$ cat config.mk
export PLATFORM = sky130hd
export DESIGN_NAME = seg7_scan_decoder
export DESIGN_NICKNAME = d
export VERILOG_FILES = /design/src/rtl/seg7_pkg.sv /design/src/rtl/seg7_pattern_decode.sv /design/src/rtl/seg7_scan_decoder.sv
export SDC_FILE = /design/constraint.sdc
export NUM_CORES = 1
export LEC_CHECK = 0
export ABC_AREA = 1
export CORE_ASPECT_RATIO = 0.7
export CORE_MARGIN = 10
export CORE_UTILIZATION = 50
export DETAILED_ROUTE_END_ITERATION = 7
export GPL_TIMING_DRIVEN = 1
export PLACE_DENSITY = 0.72
export SYNTH_ARGS = -nofsm -noshare
export SYNTH_HDL_FRONTEND = slang
export SYNTH_SLANG_ARGS = --single-unit
$ cat constraint.sdc
create_clock -name clk -period 6.41 [get_ports clk]
set_input_delay 1.282 -clock clk [delete_from_list [all_inputs] [get_ports clk]]
set_output_delay 1.282 -clock clk [all_outputs]
set_load 0.01 [all_outputs]
$ cat src/rtl/seg7_pkg.sv
// rtl/seg7_pkg.sv - segment pattern constants, FSM state type and anode helper for the scan decoder
package seg7_pkg;

  // Active-low {a,b,c,d,e,f,g} patterns for digits 0..9
  localparam logic [6:0] SEG7_PAT_0 = 7'b0000001;
  localparam logic [6:0] SEG7_PAT_1 = 7'b1001111;
  localparam logic [6:0] SEG7_PAT_2 = 7'b0010010;
  localparam logic [6:0] SEG7_PAT_3 = 7'b0000110;
  localparam logic [6:0] SEG7_PAT_4 = 7'b1001100;
  localparam logic [6:0] SEG7_PAT_5 = 7'b0100100;
  localparam logic [6:0] SEG7_PAT_6 = 7'b0100000;
  localparam logic [6:0] SEG7_PAT_7 = 7'b0001111;
  localparam logic [6:0] SEG7_PAT_8 = 7'b0000000;
  localparam logic [6:0] SEG7_PAT_9 = 7'b0000100;

  localparam logic [3:0] SEG7_DIGIT_INVALID = 4'hF;

  typedef enum logic [1:0] {
    IDLE     = 2'd0,
    SETTLE   = 2'd1,
    CAPTURED = 2'd2
  } seg7_state_e;

  function automatic logic an_onehot_low(input logic [3:0] an);
    return $onehot(~an);
  endfunction

endpackage

$ cat src/rtl/seg7_pattern_decode.sv
// rtl/seg7_pattern_decode.sv - combinational active-low segment pattern to BCD digit, dp and invalid flag
module seg7_pattern_decode
  import seg7_pkg::*;
(
  input  logic [7:0] seg,
  output logic [3:0] digit,
  output logic       dp,
  output logic       invalid
);

  always_comb begin
    invalid = 1'b0;
    case (seg[7:1])
      SEG7_PAT_0: digit = 4'd0;
      SEG7_PAT_1: digit = 4'd1;
      SEG7_PAT_2: digit = 4'd2;
      SEG7_PAT_3: digit = 4'd3;
      SEG7_PAT_4: digit = 4'd4;
      SEG7_PAT_5: digit = 4'd5;
      SEG7_PAT_6: digit = 4'd6;
      SEG7_PAT_7: digit = 4'd7;
      SEG7_PAT_8: digit = 4'd8;
      SEG7_PAT_9: digit = 4'd9;
      default: begin
        digit   = SEG7_DIGIT_INVALID;
        invalid = 1'b1;
      end
    endcase
  end

  assign dp = ~seg[0];

endmodule

$ cat src/rtl/seg7_scan_decoder.sv
// rtl/seg7_scan_decoder.sv - multiplexed 4-digit display bus receiver; optional error counter via SEG7_DEC_ERRCNT_EN
module seg7_scan_decoder
  import seg7_pkg::*;
#(
  parameter int STABLE_CYC  = 4,
  parameter int SYNC_STAGES = 2
) (
  input  logic        clk,
  input  logic        rst_n,
  input  logic [3:0]  an,
  input  logic [7:0]  seg,
  output logic [15:0] bcd,
  output logic [3:0]  dp_o,
  output logic        frame_err,
  output logic        frame_vld,
  output logic [7:0]  err_cnt
);

  localparam int CW = $clog2(STABLE_CYC + 1);

  logic [SYNC_STAGES-1:0][11:0] sync_q;
  logic [11:0]                  s;
  logic [11:0]                  s_prev;
  logic                         changed;
  logic                         legal;

  seg7_state_e  state_q, state_d;
  logic [CW-1:0] cnt_q, cnt_d;
  logic          capture;

  logic [3:0] dec_digit;
  logic       dec_dp;
  logic       dec_invalid;

  logic [3:0][3:0] slot_digit;
  logic [3:0]      slot_dp;
  logic [3:0]      slot_inv;
  logic [3:0]      mask;
  logic [3:0]      cap_bit;
  logic            frame_go;

  // Idle bus level is all-ones, so presetting the synchronizer avoids a false first change
  always_ff @(posedge clk or negedge rst_n) begin
    if (!rst_n) begin
      sync_q <= '1;
      s_prev <= '1;
    end else begin
      sync_q[0] <= {an, seg};
      for (int k = 1; k < SYNC_STAGES; k++) begin
        sync_q[k] <= sync_q[k-1];
      end
      s_prev <= s;
    end
  end

  assign s       = sync_q[SYNC_STAGES-1];
  assign changed = (s != s_prev);
  assign legal   = an_onehot_low(s[11:8]);

  always_ff @(posedge clk or negedge rst_n) begin
    if (!rst_n) begin
      state_q <= IDLE;
      cnt_q   <= '0;
    end else begin
      state_q <= state_d;
      cnt_q   <= cnt_d;
    end
  end

  always_comb begin
    state_d = state_q;
    cnt_d   = cnt_q;
    case (state_q)
      IDLE: begin
        if (legal) begin
          state_d = SETTLE;
          cnt_d   = CW'(1);
        end
      end
      SETTLE: begin
        if (changed) begin
          cnt_d   = CW'(1);
          state_d = legal ? SETTLE : IDLE;
        end else if (cnt_q == CW'(STABLE_CYC - 1)) begin
          cnt_d   = CW'(STABLE_CYC);
          state_d = CAPTURED;
        end else begin
          cnt_d = cnt_q + CW'(1);
        end
      end
      CAPTURED: begin
        if (changed) begin
          cnt_d   = CW'(1);
          state_d = legal ? SETTLE : IDLE;
        end
      end
      default: begin
        state_d = IDLE;
        cnt_d   = '0;
      end
    endcase
  end

  always_comb begin
    capture = 1'b0;
    if (state_q == SETTLE && !changed && cnt_q == CW'(STABLE_CYC - 1)) begin
      capture = 1'b1;
    end
  end

  seg7_pattern_decode u_decode (
    .seg     (s[7:0]),
    .digit   (dec_digit),
    .dp      (dec_dp),
    .invalid (dec_invalid)
  );

  // Anodes are one-hot-low whenever a capture fires, so the inverted bus is the slot select
  assign cap_bit  = capture ? ~s[11:8] : 4'b0000;
  assign frame_go = (mask == 4'b1111);

  always_ff @(posedge clk or negedge rst_n) begin
    if (!rst_n) begin
      slot_digit <= '0;
      slot_dp    <= '0;
      slot_inv   <= '0;
    end else begin
      for (int i = 0; i < 4; i++) begin
        if (cap_bit[i]) begin
          slot_digit[i] <= dec_digit;
          slot_dp[i]    <= dec_dp;
          slot_inv[i]   <= dec_invalid;
        end
      end
    end
  end

  always_ff @(posedge clk or negedge rst_n) begin
    if (!rst_n) begin
      mask      <= '0;
      frame_vld <= 1'b0;
      bcd       <= '0;
      dp_o      <= '0;
      frame_err <= 1'b0;
    end else begin
      mask      <= (frame_go ? 4'b0000 : mask) | cap_bit;
      frame_vld <= frame_go;
      if (frame_go) begin
        bcd       <= slot_digit;
        dp_o      <= slot_dp;
        frame_err <= |slot_inv;
      end
    end
  end

`ifdef SEG7_DEC_ERRCNT_EN
  logic [7:0] err_q;

  always_ff @(posedge clk or negedge rst_n) begin
    if (!rst_n) begin
      err_q <= '0;
    end else if (capture && dec_invalid && err_q != 8'hFF) begin
      err_q <= err_q + 8'd1;
    end
  end

  assign err_cnt = err_q;
`else
  assign err_cnt = 8'h00;
`endif

endmodule
### Yosys cells after proc, flatten, opt, wreduce, memory -nomap -nowiden

Cells that the tools add are included.

| storage, ports and cells | value |
|---|---|
| flip-flop bits (word level) | 91 |
| latch bits | 0 |
| memory bits (writable) | 0 |
| memory bits (read-only) | 0 |
| input bits | 14 |
| logic and storage cells | 72 |
| memories | 0 |

| operators by class | value |
|---|---|
| $add $sub $neg | 4 |
| $mul | 0 |
| divide/modulo/power cells | 0 |
| magnitude comparators | 0 |
| equal/unequal tests | 18 |
| shifts and indexed selects | 0 |
| muxes and demuxes | 16 |
| bitwise logic cells | 3 |
| reduce and logical (&&, ||, !) cells | 9 |

Operators by type and width:

| cell | number |
|---|---|
| 4-bit one-hot mux with 10 select lines | 1 |
| 7-bit by 3-bit equality test with 1-bit output (second input constant) | 2 |
| 7-bit by 6-bit equality test with 1-bit output (second input constant) | 2 |
| 7-bit equality test (second input constant) | 2 |
| 3-bit two-way mux | 4 |
| 12-bit != test | 1 |
| 10-bit OR reduction | 1 |
| 3-bit one-hot mux with 3 select lines | 1 |
| 2-bit two-way mux | 4 |
| 4-bit two-way mux | 2 |
| 7-bit by 1-bit equality test with 1-bit output (second input constant) | 1 |
| 7-bit by 4-bit equality test with 1-bit output (second input constant) | 1 |
| 7-bit by 5-bit equality test with 1-bit output (second input constant) | 1 |
| 7-bit zero test | 1 |
| 2-bit one-hot mux with 3 select lines | 1 |
| 1-bit by 1-bit adder with 2-bit output | 2 |
| 4-bit equality test (second input constant) | 1 |
| 2-bit != test (second input constant) | 2 |
| 4-bit inverter | 1 |
| 4-bit OR | 1 |
| 4-bit OR reduction | 1 |
| 2-bit by 2-bit adder with 3-bit output | 1 |
| 3-bit by 1-bit adder with 3-bit output (second input constant) | 1 |
| 3-bit by 1-bit equality test with 1-bit output (second input constant) | 1 |
| 11 further kinds | 14 |

### Logic depth before layout (Yosys ltp)

| depth | value |
|---|---|
| depth after elaboration | 7 |
| gate-level depth with buffers | 10 |

### By module

From an unflattened synthesis, not the netlist that was laid out.

| unflattened totals | value |
|---|---|
| cells, all modules | 365 |
| area, all modules | 3821.2 um^2 |

By module, submodules not included:

| module | instances | cells each | area each (um^2) | sequential area each (um^2) |
|---|---|---|---|---|
| seg7_scan_decoder | 1 | 309 | 3579.7 | 2322.2 |
| seg7_pattern_decode | 1 | 56 | 241.5 | 0.0 |

### Worst setup path after synthesis

No wires, ideal clock.

| timing path | value |
|---|---|
| path kind | register to register |
| from | register sync_q (netlist bit s[9]) |
| to | register state_q[0] |
| arrival | 1.969 ns |
| required time | 6.345 ns |
| slack | 4.376 ns |
| cell stages (with the launch flop) | 10 |
| path buffers | 0 |
| period minus slack after synthesis | 2.034 ns |
| path through | dfstp_2 fa_1 inv_1 ha_1 ha_1 nor3b_1 a21oi_1 nand2_1 nand3_1 nand2_1 |

| on the way | value |
|---|---|
| cells in the longest elaborated chain, start to end | 7 |
| elaborated cells on any way between the ends | 13 |
| those cells by class | 2 x add/sub; 5 x eq/ne; 4 x mux; 1 x bitwise; 1 x reduce/logical |

Ends and longest elaborated chain:

| element | line | text |
|---|---|---|
| start: declaration | seg7_scan_decoder.sv:21 | `logic [SYNC_STAGES-1:0][11:0] sync_q;` |
| start signal: indexed assignment | seg7_scan_decoder.sv:50 | `sync_q[k] <= sync_q[k-1];` |
| 4-bit inverter | seg7_pkg.sv:25 | `return $onehot(~an);` |
| 1-bit by 1-bit adder with 2-bit output (implied by the code) | seg7_pkg.sv:25 |  |
| 2-bit by 2-bit adder with 3-bit output (implied by the code) | seg7_pkg.sv:25 |  |
| 3-bit by 1-bit equality test with 1-bit output | seg7_pkg.sv:25 |  |
| 1-bit two-way mux | seg7_scan_decoder.sv:83, seg7_scan_decoder.sv:94 |  |
| 2-bit two-way mux, on equally long branches | seg7_scan_decoder.sv:92, seg7_scan_decoder.sv:81 |  |
| 2-bit one-hot mux with 3 select lines | seg7_scan_decoder.sv:73 | `case (state_q)` |
| end signal: assignment | seg7_scan_decoder.sv:65 | `state_q <= state_d;` |
| end: declaration | seg7_scan_decoder.sv:27 | `seg7_state_e state_q, state_d;` |

Several ways; a longest one is shown, not always the timed one. The select of a mux whose other input is x is not followed.
A chain may end at the register's enable or synchronous reset.

### Worst setup path in the final report

| timing path | value |
|---|---|
| from | register bcd[2] |
| to | output port bcd[2] |

RTL lines:

| element | line | text |
|---|---|---|
| start: declaration | seg7_scan_decoder.sv:12 | `output logic [15:0] bcd,` |
| start signal: assignment | seg7_scan_decoder.sv:149 | `bcd <= slot_digit;` |

No word-level cell between the ends.

==> metrics.md <==
| Metric | Value |
|---|---|
| Status | `complete, no violations` |
| Vias | `2470` |
| Worst EP required | `5.13 ns` |
| Crit path launch type | `flip-flop` |
| Max stage delay on crit path | `0.55 ns` |
| CTS root buf | `clkbuf_8` |
| R2R Path Start | `s[9]` |
| # DRC | `0` |
| Leading cell type in the layout, fill and taps excluded | `nand2_1` |
| DIE WIDTH | `125 um` |
| Worst vdd ir | `139 uV` |
| Seq cells post-synth | `91` |
| First-pass GRT wire length | `12.2 mm` |
| Total Wirelength | `7.01 mm` |
| Worst hold endpoint | `s[2]` |
| CTS buffer count | `9` |
| PortBufs | `35` |
| R2R Setup Slk | `4.09 ns` |
| WL/cell | `14.1 um` |
| FF-to-FF path depth | `9` |
| CP Buf/Inv Count | `1` |
| Hold buffers post-CTS | `0` |
| Area growth syn-to-layout | `16.6%` |
| Std-Cell Rows | `26` |
| Worst-margin pin slew | `0.894 ns` |
| RD Place Congestion | `0.901` |
| Clock slew at reported path FFs | `0.09 ns` |
| TritonCTS clock tree | `done` |
| Drt initial violations | `228` |
| Net count, final | `414` |
| RSZ-0062 raised after global routing | `no` |
| Finish-stage setup viols | `0` |
| CP max-delay cell | `clkdlybuf4s50_1` |
| Die height | `93.2 um` |
| Core Util, Final | `60.5%` |
| Hold path depth | `0` |
| Router iterations before antenna repair | `4` |
| CP delay by family, top | `buffers and inverters` |
| CTS H-tree depth | `3` |
| Setup TNS | `0 ns` |
| Cell count after synthesis | `352` |
| Crit share post-route | `39.9%` |
| Max Fclk | `391 MHz` |
| CP Cell Sequence | `clkdlybuf4s50_1` |
| Io pins | `44` |
| DRT antenna net count | `0` |
| Largest net degree at the start of global routing | `75` |
| Mapped cell area | `3830 sq um` |
| Grt total ovfl | `0` |
| CP Class | `flip-flop to output port` |
| Initial antenna violation count | `0` |
| Prevailing post-synth register cell | `dfrtp_1` |
| Average size of a mapped cell | `10.9 sq um` |
| Sequential share of the synthesized area | `60.6%` |
| Most frequent cells in the layout | `nand2_1, dfrtp_1, nand3_1, dfstp_2, clkdlybuf4s50_1` |
| Vias in the first global route | `2515` |
| Yosys top cell by area | `dfrtp_1` |
| Fraction of registers with async set/reset | `100%` |
| CORE AREA | `7380 sq um` |
| EDFF count, synth | `0` |
| Layout cells sized above 1 | `22.3%` |
| Max FO, Critical Path | `2` |
| Crit end category | `output port` |
| Post-DP HPWL | `4.94 mm` |
| Initial core utilization | `51.9%` |
| Fin. Hold Viols | `0` |
| Hold_sp | `sync_q[2]` |
| Synth top area share | `35.9%` |
| Post-route minimum period | `2.56 ns` |
| Post-synth cell types | `34` |
| Leakage Power | `2.21 nW` |
| Clock latency on the worst-skew pair | `0.36 ns` |
| Worst relative slew slack | `40.4%` |
| Post-CTS Setup Repair Bufs | `0` |
| Worst hold margin | `0.353 ns` |
| Hold WC Path Type | `flip-flop to flip-flop` |
| Antenna cells | `0` |
| DIE AREA | `11600 sq um` |
| Worst r2r dst | `state_q[0]` |
| CTS Sinks | `91` |
| Clk_skew | `0.00576 ns` |
| CP Data Arrival Time | `1.27 ns` |
| Final Max Slew Viols | `0` |
| Total track usage | `12.7%` |
| MaxCap Viol Count | `0` |
| Ys Warns | `0` |
| Top cells by area, synth | `dfrtp_1, dfstp_2, nand2_1` |
| Vias per cell | `4.96` |
| Pwr/cell area | `254 nW/um^2` |
| CTS resizes | `0` |
| Bufs on Longest Clock Path | `2` |
## worst reg2reg max path, stage by stage, from the launching register on
cell and delay, ns:
dfstp_2 0.59, fa_1 0.42, inv_1 0.06, ha_1 0.14
ha_1 0.22, nor3b_1 0.35, a21oi_1 0.16, nand2_1 0.14
nand3_1 0.09, nand2_1 0.07
## sequential cells by signal, summed over array words and instances, names as in the netlist
register	count
s_prev	12
state_q	2
dp_o	4
frame_err	1
sync_q	12
slot_inv	4
cnt_q	3
bcd	16
s	12
frame_vld	1
mask	4
slot_digit	16
slot_dp	4
## cell type report
cell class / instances / area [sq um]
Clock buffer: 11 / 131
Clock inverter: 5 / 101
Fill cell: 612 / 2920
Inverter: 36 / 136
Multi-Input combinational cell: 220 / 1290
Sequential cell: 91 / 2320
Tap cell: 98 / 123
Timing Repair Buffer: 37 / 363
## power breakdown
group / internal [mW] / switching, mW / leakage, nW
sequential: 0.598 / 0.0115 / 1.14
combinational: 0.0235 / 0.0524 / 0.958
clock: 0.258 / 0.192 / 0.111
## synth_stat cells, types with 6 or more instances
cell type  count
nand2_1       98
o21ai_0        6
nor2_1        16
inv_1         31
mux2_4        10
dfstp_2       36
dfrtp_1       55
mux2_2         7
buf_4          8
nand3_1       36
## cell families (layout without fill, tap and decap cells)
logic type               Yosys count  after routing  share of synthesized area, %
AO/OA/AOI/OAI                     12             12                          1.63
multiplexers                      20             20                          6.86
AND/OR/NAND/NOR                  171            171                          21.6
flip-flops                        91             91                          60.6
buffers and inverters             48             89                          6.40
other                              1              8                        0.0979
adder cells (fa/ha/maj)            5              5                          1.83
XOR/XNOR                           4              4                         0.915
## worst max-delay path by stage
| stage | end | startpoint | depth (start not counted) | slack, ns |
|---|---|---|---|---|
| final | bcd[2] | bcd[2] | 1 | 3.85 |
| after global routing | bcd[2] | bcd[2] | 1 | 3.79 |
| after CTS | bcd[2] | bcd[2] | 1 | 3.83 |
| after detailed placement | dp_o[3] | rst_n | 2 | 4.04 |
| after global placement | dp_o[3] | rst_n | 2 | 4.07 |
| after floorplan | state_q[0] | s[9] | 9 | 4.38 |
## routing by layer
layer	global-route usage, %	part of all wire (%)
met4	4.06	1.1
met1	15.9	45
met2	20.0	46
met3	4.79	7.3
met5	0	0
## metrics by stage
step / area, sq um / setup WS (ns) / power [mW] / std cells
after detailed placement: 4230 / 4.04 / 0.696 / 482
after floorplan: 3860 / 4.38 / 0.667 / 359
after global routing: 4470 / 3.79 / 1.19 / 498
final: 4470 / 3.85 / 1.14 / 498
after global placement: 4230 / 4.07 / 0.691 / 482
after CTS: 4470 / 3.83 / 1.15 / 498
Note: power is estimated with default switching activity, not from simulation.
